## src/rtl/audio_i2s_tx.sv

```systemverilog
// I2S transmitter: stereo-pair FIFO, BCLK/LRCLK generation, 64-bclk framing with 16-bit data slots.
// Define AUDIO_I2S_LJ_EN for left-justified framing; the default build is Philips I2S.
module audio_i2s_tx #(
    parameter int unsigned BCLK_DIV = 4,
    parameter int unsigned FIFO_AW  = 2
) (
    input  logic               clk,
    input  logic               reset_n,
    input  logic [15:0]        sample_l,
    input  logic [15:0]        sample_r,
    input  logic               sample_valid,
    input  logic               clr_flags,
    output logic [FIFO_AW:0]   fifo_level,
    output logic               overflow,
    output logic               underrun,
    output logic               i2s_bclk,
    output logic               i2s_lrclk,
    output logic               i2s_sdata
);

    localparam int unsigned DW    = (BCLK_DIV > 1) ? $clog2(BCLK_DIV) : 1;
    localparam int unsigned DEPTH = 1 << FIFO_AW;
`ifdef AUDIO_I2S_LJ_EN
    localparam logic LRCLK_RST = 1'b1;
`else
    localparam logic LRCLK_RST = 1'b0;
`endif

    logic [DW-1:0]      div_cnt_q, div_cnt_d;
    logic               bclk_q, bclk_d;
    logic [5:0]         bit_cnt_q, bit_cnt_d;
    logic               lrclk_q, lrclk_d;
    logic               sdata_q, sdata_d;
    logic [31:0]        held_q, held_d;
    logic [FIFO_AW-1:0] wr_ptr_q, wr_ptr_d;
    logic [FIFO_AW-1:0] rd_ptr_q, rd_ptr_d;
    logic [FIFO_AW:0]   level_q, level_d;
    logic               ovf_q, ovf_d;
    logic               und_q, und_d;
    logic [31:0]        mem_q [DEPTH];

    logic        div_wrap, shift_tick, frame_tick;
    logic        fifo_empty, fifo_full, pop, push;
    logic [15:0] slot_word;
    logic [4:0]  slot_pos;
    logic [4:0]  bit_idx;
    logic        next_bit;

    always_comb begin
        div_wrap   = (div_cnt_q == DW'(BCLK_DIV - 1));
        shift_tick = div_wrap & bclk_q;
        frame_tick = shift_tick & (bit_cnt_q == 6'd63);
        fifo_empty = (level_q == '0);
        fifo_full  = (level_q == (FIFO_AW + 1)'(DEPTH));
        // A frame-start pop frees a slot for a push landing on the same clock.
        pop        = frame_tick & ~fifo_empty;
        push       = sample_valid & (~fifo_full | pop);

        div_cnt_d  = div_wrap ? '0 : div_cnt_q + DW'(1);
        bclk_d     = div_wrap ? ~bclk_q : bclk_q;
        bit_cnt_d  = shift_tick ? bit_cnt_q + 6'd1 : bit_cnt_q;
        held_d     = pop ? mem_q[rd_ptr_q] : held_q;
        rd_ptr_d   = rd_ptr_q + FIFO_AW'(pop);
        wr_ptr_d   = wr_ptr_q + FIFO_AW'(push);
        level_d    = level_q + (FIFO_AW + 1)'(push) - (FIFO_AW + 1)'(pop);
        ovf_d      = (ovf_q & ~clr_flags) | (sample_valid & ~push);
        und_d      = (und_q & ~clr_flags) | (frame_tick & fifo_empty);

        slot_word  = bit_cnt_d[5] ? held_d[15:0] : held_d[31:16];
        slot_pos   = bit_cnt_d[4:0];
`ifdef AUDIO_I2S_LJ_EN
        bit_idx    = 5'd15 - slot_pos;
        next_bit   = ~slot_pos[4] & slot_word[bit_idx[3:0]];
        lrclk_d    = shift_tick ? ~bit_cnt_d[5] : lrclk_q;
`else
        bit_idx    = 5'd16 - slot_pos;
        next_bit   = (slot_pos >= 5'd1) && (slot_pos <= 5'd16) && slot_word[bit_idx[3:0]];
        lrclk_d    = shift_tick ? bit_cnt_d[5] : lrclk_q;
`endif
        sdata_d    = shift_tick ? next_bit : sdata_q;
    end

    always_ff @(posedge clk or negedge reset_n) begin
        if (!reset_n) begin
            div_cnt_q <= '0;
            bclk_q    <= 1'b0;
            bit_cnt_q <= '0;
            lrclk_q   <= LRCLK_RST;
            sdata_q   <= 1'b0;
            held_q    <= '0;
            wr_ptr_q  <= '0;
            rd_ptr_q  <= '0;
            level_q   <= '0;
            ovf_q     <= 1'b0;
            und_q     <= 1'b0;
        end else begin
            div_cnt_q <= div_cnt_d;
            bclk_q    <= bclk_d;
            bit_cnt_q <= bit_cnt_d;
            lrclk_q   <= lrclk_d;
            sdata_q   <= sdata_d;
            held_q    <= held_d;
            wr_ptr_q  <= wr_ptr_d;
            rd_ptr_q  <= rd_ptr_d;
            level_q   <= level_d;
            ovf_q     <= ovf_d;
            und_q     <= und_d;
        end
    end

    always_ff @(posedge clk) begin
        if (push) begin
            mem_q[wr_ptr_q] <= {sample_l, sample_r};
        end
    end

    assign fifo_level = level_q;
    assign overflow   = ovf_q;
    assign underrun   = und_q;
    assign i2s_bclk   = bclk_q;
    assign i2s_lrclk  = lrclk_q;
    assign i2s_sdata  = sdata_q;

endmodule

```

## config.mk

```make
export PLATFORM = sky130hd
export DESIGN_NAME = audio_i2s_tx
export DESIGN_NICKNAME = d
export VERILOG_FILES = /design/src/rtl/audio_i2s_tx.sv
export SDC_FILE = /design/constraint.sdc
export NUM_CORES = 1
export LEC_CHECK = 0
export CORE_ASPECT_RATIO = 0.7
export CORE_UTILIZATION = 50
export CTS_CLUSTER_SIZE = 8
export DETAILED_ROUTE_END_ITERATION = 7
export HOLD_SLACK_MARGIN = 0.06
export PLACE_DENSITY = 0.71
export RECOVER_POWER = 50
export SLEW_MARGIN = 20
export SYNTH_ARGS = -nofsm -noshare
export SYNTH_HDL_FRONTEND = slang
export SYNTH_SLANG_ARGS = --single-unit
```

## constraint.sdc

```tcl
create_clock -name clk -period 4.4 [get_ports clk]
set_clock_uncertainty 0.1 [all_clocks]
set_input_delay 0.44 -clock clk [delete_from_list [all_inputs] [get_ports clk]]
set_output_delay 0.44 -clock clk [all_outputs]
set_load 0.02 [all_outputs]
```

-- Word-level counts from Yosys, hierarchy flattened
Memory sizes are Yosys's and may differ from the RTL's.
Cells that the tools add are included.
- add/subtract/negate cells: 7
- $lt $le $gt $ge: 3
- eq/ne operators: 3
- multiplexer cells: 8
- bitwise operators: 16
- reduce and logical (&&, ||, !) cells: 3
- operator list (kind ; number):
    $mux 32 ; 1
    $mux 16 ; 1
    $and 1x1->1 ; 8
    $add 6x1->6 const B ; 1
    $eq 6x6->1 const B ; 1
    $mux 6 ; 1
    $ge 5x1->1 const B ; 1
    $le 5x5->1 const B ; 1
    $lt 4x5->1 const B ; 1
    $not 1->1 ; 5
    $add 2x1->2 ; 2
    $bmux 1 s4 ; 1
    $sub 1x4->4 const A ; 1
    $add 3x1->3 ; 1
    $eq 3x3->1 const B ; 1
    $logic_not 3->1 ; 1
    $mux 1 ; 3
    $or 1x1->1 ; 3
    $sub 3x1->3 ; 1
    $add 2x1->2 const B ; 1
    $eq 2x2->1 const B ; 1
    $logic_and 1x1->1 ; 2
    $mux 2 ; 1
- flip-flop bits (word level): 52
- memory bits (writable): 128
- input bits: 36
- output and inout bits: 8
- logic and storage cells: 52
- memories: 1
- memory list (name ; depth ; width ; read ports ; clocked after memory_dff ; wr ports ; RTL line ; RTL):
    mem_q ; 4 ; 32 ; 1 ; 0 ; 1 ; 40 ; logic [31:0] mem_q [DEPTH];

-- Longest topological paths before layout
- depth in word-level cells: 9
- mapped depth: 14
- gate-level depth less buffers: 11

-- Least setup slack after synthesis
No wires, ideal clock.
- path type: flip-flop to flip-flop
- start point: register div_cnt_q[0]
- end point: memory mem_q[2][0] (enable)
- library setup time: 468 ps
- arrival time: 3706 ps
- data required time: 3832 ps
- path slack: 126 ps
- stages on the path, launching flop included: 8
- path buffers: 1
- clock period less this slack: 4274 ps
- path through: dfrtp_1 > ha_1 > and3_2 > clkbuf_8 > nand2_1 > nand3_1 > nand2_1 > nor3b_1
- cells in the longest elaborated chain, start to end: 8
- RTL lines (element ; RTL line ; RTL):
    start, declared ; 29 ; logic [DW-1:0] div_cnt_q, div_cnt_d;
    start signal, assigned ; 97 ; div_cnt_q <= div_cnt_d;
    $eq 2x2->1 ; 50 ; div_wrap = (div_cnt_q == DW'(BCLK_DIV - 1));
    $and 1x1->1 ; 51 ; shift_tick = div_wrap & bclk_q;
    $and 1x1->1 ; 52 ; frame_tick = shift_tick & (bit_cnt_q == 6'd63);
    $and 1x1->1 ; 56 ; pop = frame_tick & ~fifo_empty;
    $or 1x1->1 ; 57 ; push = sample_valid & (~fifo_full | pop);
    $and 1x1->1 ; 57 ;
    $mux 1 ; 112 ; if (push) begin
    $mux 1 (implied by the code) ; 113 ; mem_q[wr_ptr_q] <= {sample_l, sample_r};
    end, declared ; 40 ;
Every way passes these cells.

-- Worst setup path in the final report
- start point: register div_cnt_q[0]
- end point: register sdata_q, in the netlist i2s_sdata
- elaborated cells between the ends (all ways): 14
- classes of those cells: add/sub: 1; order compare: 2; eq/ne: 1; mux: 5; bitwise: 3; reduce/logical: 2
- RTL lines (element ; RTL line ; RTL):
    $eq 2x2->1 * ; 50 ;
    $and 1x1->1 * ; 51 ;
    $mux 6 * ; 61 ; bit_cnt_d = shift_tick ? bit_cnt_q + 6'd1 : bit_cnt_q;
    net bit_cnt_d[0] ; 31 ; logic [5:0] bit_cnt_q, bit_cnt_d;
    $sub 1x4->4 ; 76 ; bit_idx = 5'd16 - slot_pos;
    $bmux 1 s4 ; 77 ; next_bit = (slot_pos >= 5'd1) && (slot_pos <= 5'd16) && slot_word[bit_idx[3:0]];
    $mux 1 (implied by the code) ; 77 ;
    $logic_and 1x1->1 * ; 77 ;
    end signal, assigned ; 101 ; sdata_q <= sdata_d;
    end, declared ; 33 ; logic sdata_q, sdata_d;
Mark *: on every way through the listed nets, which the timed path passes. The rest lies on a longest branch. The select of a mux whose other input is x is not followed.
A chain may end at the register's enable or synchronous reset.

==> flow_summary.ini <==
[power_and_ir_drop]
max-vdd-ir-drop_mv = 0.299
p_clk_share_pct = 37.6
p_comb_share_pct = 11.0
switchingPower_mw = 1.07
p_int_mw = 3.20
switching_share_pct = 25.1
finalPower_mw = 4.27
power_frac_seq_pct = 51.4
p_leak_nw = 3.31
powerDensity_nw_per_um2 = 481

[drt]
wl_um = 15600
dr.pass1.iters = 5
wl_per_cell_um = 21.1
final_antenna_net_count = 0
drtIter0Drc = 375
vias = 4438
avgViaCountPerCell = 5.99
drc_errors = 0

[timing]
slew_viol_final = 53
timing.slew.headroom_pct = -96.2
fin_crit_ns = 3.64
timing.fmax_ghz = 0.275
tightest_slew_ns = 2.94
finalSetupTns_ns = 0
rsz0062_at_grt = false
setup_viol = 0
finalCritPeriodShare_pct = 82.7
hold_viol = 0

[die]
coreArea_um2 = 14900
chipWidth_um = 150
initial_core_util_pct = 51.8
die_h_um = 106
dieArea_um2 = 15900
ios = 44
rows = 37

[layout]
antennaDiodeCount = 0
fillers = 1097
synthToLayoutAreaGrowth_pct = 15.4
multiInputGateArea_um2 = 2280
seqCellArea_um2 = 5150
nets = 578
drive_gt1_share_pct = 19.8
final_core_util_pct = 59.8

[synth]
synth_top_area_share_pct = 50.0
async_flop_share_pct = 28.9
synth_cell_types = 59
synth_nets = 532
yosysMostFrequentCell = edfxtp_1
yosys_most_used_dff = edfxtp_1
avgSynthCellArea_um2 = 15.8
synth_area_um2 = 7690
ys_ff_latch = 180
yosysWarnings = 0
synth-edff-count = 128
synth_top_area_cell = edfxtp_1
synth_commonest_cells = edfxtp_1, nand2_1, dfrtp_1, mux4_2, inv_1
syn_inst = 487
synth_area_leaders = edfxtp_1, dfrtp_1, mux4_2
ys_seq_area_share_pct = 66.9

[setup_path]
cp_data_required_time_ns = 4.59
crit_type = flip-flop to flip-flop
crit_path_start_kind = flip-flop
path_max_fanout = 11
crit_arrival_ns = 3.83
worst_setup_path_end_kind = flip-flop

[global_route]
grt-ovfl-total = 0
grt_start_max_net_pins = 53
grt_pass1_vias = 4488
antenna_found_initial = 0
groute.usage.overall_pct = 21.7
grt_pass1_wl_um = 25000

[run]
cap_violations = 1

[cts]
cts.sinks = 180
clkTransAtPathRegs_ns = 0.07
cts_tree = built
cts_buffers = 17
h-tree-depth = 4
ctsResizeCount = 0
cts_setup_buffers = 0
root_buffer = clkbuf_16
worstSkewPairLatency_ns = 0.42
clock_path_buffers = 2
cts_hold_buf = 0

[worst_hold_path]
worstHoldPathType = flip-flop to flip-flop

[outcome]
violations = capacitance limit, slew limit
status = complete, but fails checks

[placed_design]
io_buffers = 43
place_hpwl_um = 9740
gp_congestion = 0.881
-- worst max-delay path, cell delays in order, from the launching register on --
cell and delay, ns:
dfrtp_1 0.35, ha_1 0.34, nand2_2 0.18, xnor2_1 0.66, inv_1 0.42, ha_1 0.34
xnor2_1 0.20, a211o_2 0.34, o41ai_1 0.45, o31ai_2 0.11
-- cell families after synthesis --
kind of cell | synth area share, %
flip-flops | 66.9
AND/OR/NAND/NOR | 9.33
AO/OA/AOI/OAI | 6.29
buffers and inverters | 3.55
multiplexers | 11.1
XOR/XNOR | 1.33
adder cells (fa/ha/maj) | 1.56
-- power groups by stage --
stage	Clock, mW	Combinational (mW)	Sequential [mW]
floorplan	0	0.241	2.23
global placement	0	0.466	2.21
CTS	1.63	0.487	2.20
global route	1.69	0.515	2.22
detailed placement	0	0.484	2.23
finish	1.61	0.472	2.19
-- stage by stage --
step	area (um2)	cells	hold WS, ns	setup slack, ns
final	8880	741	0.338	0.763
after CTS	8890	741	0.0662	1.04
after floorplan	7690	487	0.0444	0.126
after global routing	8880	741	0.368	0.546
after detailed placement	8260	709	0.331	1.09
after global placement	8260	709	0.320	1.21
-- metal layers --
layer / part of all wire, % / vias up / routed length (um) / GRT usage (%)
met3: 5.9 / 20 / 925 / 5.89
met5: 0 / - / 0 / 0
met1: 46 / 2295 / 7270 / 31.8
met4: 1.8 / 0 / 279 / 7.14
li1: - / 1968 / - / -
met2: 46 / 155 / 7170 / 31.6
-- state kept, by name, indices dropped and copies added, names as in the netlist --
name        flops
i2s_bclk        1
wr_ptr_q        2
bit_cnt_q       6
i2s_sdata       1
fifo_level      3
i2s_lrclk       1
held_q         32
underrun        1
div_cnt_q       2
mem_q         128
overflow        1
rd_ptr_q        2
-- placed cells by master, fill, tap and decap left out, types with 3 or more instances in the layout --
master           count
edfxtp_1           128
nand2_1             76
dfrtp_1             51
mux4_2              33
dlygate4sd3_1       32
clkbuf_16           17
inv_1               16
a211oi_1            13
buf_4               11
nand3_1             10
clkdlybuf4s50_1     10
nand2b_1             8
ha_1                 8
and3_2               7
nand4_1              7
mux2_2               6
and4_1               5
nor3_1               5
nor2_1               5
xor2_1               5
inv_6                5
xnor2_1              4
o21ai_0              4
a21o_1               4
mux2i_1              4
a22oi_1              4
o311a_1              4
a211o_2              3
a221oi_1             3
bufinv_16            3
-- path summary, 6_finish.rpt --
check                           cells after the start  slack (ns)                    from                endpoint
min in group asynchronous                           2        0.97                 reset_n     held_q[7]$_DFF_PN0_
worst max register to register                      9        0.76  div_cnt_q[0]$_DFF_PN0_   i2s_sdata$_DFFE_PN0N_
worst min register to register                      1        0.34  div_cnt_q[0]$_DFF_PN0_  div_cnt_q[0]$_DFF_PN0_
worst max-delay path                                9        0.76  div_cnt_q[0]$_DFF_PN0_   i2s_sdata$_DFFE_PN0N_
max in group asynchronous                           2        1.35                 reset_n   rd_ptr_q[0]$_DFF_PN0_
worst min-delay path                                1        0.34  div_cnt_q[0]$_DFF_PN0_  div_cnt_q[0]$_DFF_PN0_
-- layout make-up --
class	instances	share of cell area, %
sequential	180	57.9
multi-input combinational	262	25.7
timing repair buffer	55	5.76
clock buffer	17	4.79
tap	195	2.75
clock inverter	15	2.35
inverter	17	0.719
No activity file was read; power rests on OpenSTA's default activity.
==> RTL edit 1: new RTL, config.mk and constraints unchanged <==
Build with the macro `AUDIO_I2S_LJ_EN` defined.
--- a/src/rtl/audio_i2s_tx.sv
+++ b/src/rtl/audio_i2s_tx.sv
@@ -2,2 +2,4 @@
 // Define AUDIO_I2S_LJ_EN for left-justified framing; the default build is Philips I2S.
+`define AUDIO_I2S_LJ_EN
+
 module audio_i2s_tx #(
Formal check against the unedited RTL: not equivalent (Yosys sat finds a counterexample within 4 cycles, from zero or initial values and one cycle with reset_n low).
==> RTL edit 1 against the unedited design <==
- sequential power hardly changed
- worst hold slack better by 0.0056 ns
- utilization is 0.39 points higher
- sequential cell count stayed put
- setup slack better by 0.10 ns
- design area is 5.1% lower
- routed wire length is 19% lower
- count of clock-buffer cells in the layout is 1 higher
- power is 3.6% lower
- synthesized area is 6.3% lower
- critical path depth is 1 higher
- synthesized cell count is 20% lower
- largest power group unchanged
==> RTL edit 1: results (changes against the unedited design) <==
Worst setup path
The cell type of the slowest stage on the worst timing path is sky130_fd_sc_hd__dfrtp_1 (was sky130_fd_sc_hd__xnor2_1). The worst path arrival time was 3.74 ns (was 3.83 ns). The largest fanout on the critical path came to 35 (was 11). The critical path's largest stage delay is 0.55 ns (was 0.66 ns).

Placed design
The weighted congestion at the end of routability-driven global placement came to 0.883 (was 0.881). The sum of net half-perimeters after detailed placement is 8.25 mm (was 9.74 mm).

CTS
The CTS H-tree depth came to 4 (unchanged). The number of buffers on the longest clock path is 2 (unchanged). The clock root buffer was sky130_fd_sc_hd__clkbuf_16 (unchanged).

Power
The worst vdd rail ir drop is 0.308 mV (was 0.299 mV). The leakage power of the design is 0.00304 uW (was 0.00331 uW).

Outcome
Result of the run: finished clean (was finished, violations left).

Yosys
The number of synthesized flops with an enable pin is 128 (unchanged). List of most frequent post-synthesis cells: 128 x sky130_fd_sc_hd__edfxtp_1, 51 x sky130_fd_sc_hd__dfrtp_1, 32 x sky130_fd_sc_hd__mux2_2, 32 x sky130_fd_sc_hd__mux4_2, 15 x sky130_fd_sc_hd__nand2_1 (was 128 x sky130_fd_sc_hd__edfxtp_1, 76 x sky130_fd_sc_hd__nand2_1, 52 x sky130_fd_sc_hd__dfrtp_1). Largest cells by area after synthesis: sky130_fd_sc_hd__edfxtp_1 53%, sky130_fd_sc_hd__dfrtp_1 18%, sky130_fd_sc_hd__mux4_2 10%, sky130_fd_sc_hd__mux2_2 5.0%, sky130_fd_sc_hd__ha_1 1.0% (was sky130_fd_sc_hd__edfxtp_1 50%, sky130_fd_sc_hd__dfrtp_1 17%, sky130_fd_sc_hd__mux4_2 9.7%, sky130_fd_sc_hd__nand2_1 3.7%, sky130_fd_sc_hd__ha_1 1.3%). The number of standard cells after synthesis is 388 (was 487). The number of unique standard cell types used by synthesis is 51 (was 59).

The net count after synthesis is 431 (was 532). The part of the Yosys area used for sequential elements was 0.714 (was 0.669).

Route
The routed via count is 3579 (was 4438). The detail-routed net length per standard cell is 19.6 um (was 21.1 um).

Layout
The number of filler instances in the final layout is 1030 (was 1097). The number of nets at the end of the flow is 487 (was 578).

Global routing
The total global-route track usage was 0.188 (was 0.217). The via count of the first global-routing pass is 3812 (was 4488). The wire length of the first global-routing pass came to 20.4 mm (was 25.0 mm).

Timing
The slew of the pin with the lowest slew margin is 0.933 ns (was 2.94 ns).
-- RTL edit 1: worst paths after layout --
kind                       cells past startpoint                   start                      to  slack [ns]
setup / recovery                              10  bit_cnt_q[0]$_DFF_PN0_   i2s_sdata$_DFFE_PN0N_        0.86
hold / removal                                 1  div_cnt_q[0]$_DFF_PN0_  div_cnt_q[0]$_DFF_PN0_        0.34
setup reg to reg                              10  bit_cnt_q[0]$_DFF_PN0_   i2s_sdata$_DFFE_PN0N_        0.86
hold reg to reg                                1  div_cnt_q[0]$_DFF_PN0_  div_cnt_q[0]$_DFF_PN0_        0.34
max in group asynchronous                      3                 reset_n   rd_ptr_q[0]$_DFF_PN0_        3.14
min in group asynchronous                      3                 reset_n    held_q[24]$_DFF_PN0_        0.55
-- RTL edit 1: area by class of cell --
class                   count  share of cell area
flip-flops and latches    180               0.611
multi-input cells         178               0.223
repair buffers             54              0.0621
clock buffers              18              0.0509
well taps                 190              0.0282
clock inverters            13              0.0175
inverters                  13             0.00728
-- RTL edit 1: kinds of logic (layout without fill, tap and decap cells) --
logic type | after synthesis | in the layout | synth area share
fa+ha+maj | 7 | 7 | 0.0132
compound gates | 30 | 30 | 0.0297
xor+xnor | 11 | 11 | 0.0134
flops | 180 | 180 | 0.714
buf+inv | 30 | 98 | 0.0262
simple gates | 57 | 57 | 0.0397
mux | 73 | 73 | 0.164
-- RTL edit 1: power by group --
| part | total [uW] | internal, uW | switching, uW |
|---|---|---|---|
| sequential | 2190 | 2110 | 82.4 |
| combinational | 452 | 180 | 273 |
| clock | 1470 | 841 | 630 |
| total | 4120 | 3130 | 985 |
-- RTL edit 1: repair_timing --
action | CTS | global route
gates resized for setup | 0 | 0
hold buffers | 1 | 0
endpoints found under the hold margin | 6 | 0
-- RTL edit 1: worst max-delay path, delay by kind of cell, from the launching register on --
family	cells	cell delay, ns
fa+ha+maj	1	0.27
buf+inv	1	0.24
simple gates	3	0.94
mux	2	0.65
flops	1	0.55
compound gates	3	0.66
-- RTL edit 1: per-stage QoR --
step / hold slack (ns) / instance area, um2 / util / worst slack [ns] / cells
final: 0.344 / 8430 / 0.602 / 0.862 / 646
after global routing: 0.374 / 8430 / 0.602 / 0.625 / 646
after CTS: 0.340 / 8430 / 0.602 / 0.915 / 646
after detailed placement: 0.327 / 7850 / 0.560 / 0.949 / 614
after global placement: 0.317 / 7850 / 0.560 / 1.03 / 614
after floorplan: 0.0444 / 7210 / - / 0.188 / 388
-- RTL edit 1: routing by layer --
layer / part of all wire / track usage
met5: 0 / 0
met4: 0.0096 / 0.0648
met3: 0.050 / 0.0482
met2: 0.47 / 0.298
met1: 0.47 / 0.257
==> RTL edit 2: new RTL, config.mk and constraints unchanged <==
Without the edit above. Add an input register stage for `sample_l`, `sample_r`, `sample_valid` and `clr_flags`, without a reset; this delays them by one clock.
--- a/src/rtl/audio_i2s_tx.sv
+++ b/src/rtl/audio_i2s_tx.sv
@@ -22,2 +22,14 @@
     localparam int unsigned DEPTH = 1 << FIFO_AW;
+
+    logic [15:0] sample_l_q;
+    logic [15:0] sample_r_q;
+    logic sample_valid_q;
+    logic clr_flags_q;
+
+    always_ff @(posedge clk) begin
+        sample_l_q     <= sample_l;
+        sample_r_q     <= sample_r;
+        sample_valid_q <= sample_valid;
+        clr_flags_q    <= clr_flags;
+    end
 `ifdef AUDIO_I2S_LJ_EN
@@ -56,3 +68,3 @@
         pop        = frame_tick & ~fifo_empty;
-        push       = sample_valid & (~fifo_full | pop);
+        push       = sample_valid_q & (~fifo_full | pop);
 
@@ -65,4 +77,4 @@
         level_d    = level_q + (FIFO_AW + 1)'(push) - (FIFO_AW + 1)'(pop);
-        ovf_d      = (ovf_q & ~clr_flags) | (sample_valid & ~push);
-        und_d      = (und_q & ~clr_flags) | (frame_tick & fifo_empty);
+        ovf_d      = (ovf_q & ~clr_flags_q) | (sample_valid_q & ~push);
+        und_d      = (und_q & ~clr_flags_q) | (frame_tick & fifo_empty);
 
@@ -112,3 +124,3 @@
         if (push) begin
-            mem_q[wr_ptr_q] <= {sample_l, sample_r};
+            mem_q[wr_ptr_q] <= {sample_l_q, sample_r_q};
         end
Formal check against the unedited RTL: not equivalent (Yosys sat finds a counterexample within 4 cycles, from zero or initial values and one cycle with reset_n low).
==> RTL edit 2 against the unedited design <==
- the flow still finishes with violations (capacitance limit, slew limit)
- die area grew 8.7%
- cell count rose by 12%
- sequential cell count rose by 34
- count of clock-buffer cells in the layout increased by 38
- worst hold slack better by 0.0033 ns
- non-clock buffer count grew 4
- power up 19%
- synthesized cell count is 7.0% higher
- design area is 12% higher
- synthesized area rose by 8.8%
- sequential power is 16% higher
- setup slack improved by 0.45 ns
- routed wire length rose by 0.54%
- largest cell class unchanged
- largest power group unchanged
- highest routed layer unchanged
==> RTL edit 2: results (changes against the unedited design) <==
Global routing
The number of antenna violations at the first check in global routing is 1 (was 0). The wire length of the first global-routing pass is 25.2 mm (was 25.0 mm). The largest net degree at the start of global routing is 34 (was 53).

Layout
The final non-filler cell total was 833 (was 741). The number of filler instances in the final layout is 1206 (was 1097). The number of nets at the end of the flow is 629 (was 578).

Placed design
The count of placed standard cells including taps is 776 (was 709). The total cell area at the placement stage is 9020 um2 (was 8260 um2). The worst setup timing slack at the placement stage is 1.27 ns (was 1.09 ns).

Power
The leakage power of the design is 0.00374 uW (was 0.00331 uW). The power share of the clock group is 0.408 (was 0.376). The switching share of power was 0.229 (was 0.251).

Worst setup path
The worst path arrival time was 3.50 ns (was 3.83 ns). The cell type of the slowest stage on the worst timing path is sky130_fd_sc_hd__dfrtp_1 (was sky130_fd_sc_hd__xnor2_1). The setup slack of the worst register-to-register path is 1.22 ns (was 0.76 ns). The startpoint of the most critical register-to-register path is bit_cnt_q[5]$_DFF_PN0_ (was div_cnt_q[0]$_DFF_PN0_). The dominant delay contributor by cell family on the critical path is flip-flops (was compound AO/OA/AOI/OAI gates).

Timing
The worst hold slack after final layout was 0.342 ns (was 0.338 ns). The number of slew-limit violations in the final report is 32 (was 53).

Yosys
List of most frequent post-synthesis cells: 128 x sky130_fd_sc_hd__edfxtp_1, 76 x sky130_fd_sc_hd__nand2_1, 52 x sky130_fd_sc_hd__dfrtp_1 (unchanged). The net count after synthesis is 566 (was 532). Largest cells by area after synthesis: sky130_fd_sc_hd__edfxtp_1 46%, sky130_fd_sc_hd__dfrtp_1 16%, sky130_fd_sc_hd__mux4_2 8.9%, sky130_fd_sc_hd__dfxtp_1 8.1%, sky130_fd_sc_hd__nand2_1 3.4% (was sky130_fd_sc_hd__edfxtp_1 50%, sky130_fd_sc_hd__dfrtp_1 17%, sky130_fd_sc_hd__mux4_2 9.7%, sky130_fd_sc_hd__nand2_1 3.7%, sky130_fd_sc_hd__ha_1 1.3%). The part of the Yosys area used for sequential elements is 0.696 (was 0.669).

Route
The number of detailed-routing iterations run before antenna repair came to 4 (was 5). The routed via count is 4583 (was 4438). The detail-routed net length per standard cell was 18.9 um (was 21.1 um).

CTS
The number of buffers on the longest clock path is 3 (was 2). The total clock buffers created by CTS is 30 (was 17).

Outcome
Failing checks: capacitance limit, slew limit (unchanged). Result of the run: finished, violations left (unchanged).

Job
The number of max-cap violations was 1 (unchanged).
## RTL edit 2: cell families after synthesis
logic type,synth area share
XOR/XNOR,0.0123
buffers and inverters,0.0326
adder cells (fa/ha/maj),0.0143
multiplexers,0.102
AND/OR/NAND/NOR,0.0858
AO/OA/AOI/OAI,0.0578
flip-flops,0.696
## RTL edit 2: cell type report
| class | instances | share of cell area |
|---|---|---|
| inverters | 17 | 0.00644 |
| clock inverters | 1 | 0.00303 |
| well taps | 225 | 0.0284 |
| multi-input cells | 262 | 0.231 |
| flip-flops and latches | 214 | 0.588 |
| clock buffers | 55 | 0.0862 |
| repair buffers | 59 | 0.0573 |
## RTL edit 2: metal layers
metal | part of all wire | GRT usage | vias to the layer above | wire, um
li1 | - | - | 2127 | -
met1 | 0.48 | 0.291 | 2270 | 7560
met2 | 0.43 | 0.286 | 161 | 6770
met3 | 0.069 | 0.0414 | 25 | 1090
met4 | 0.020 | 0.0637 | 0 | 316
met5 | 0 | 0 | - | 0
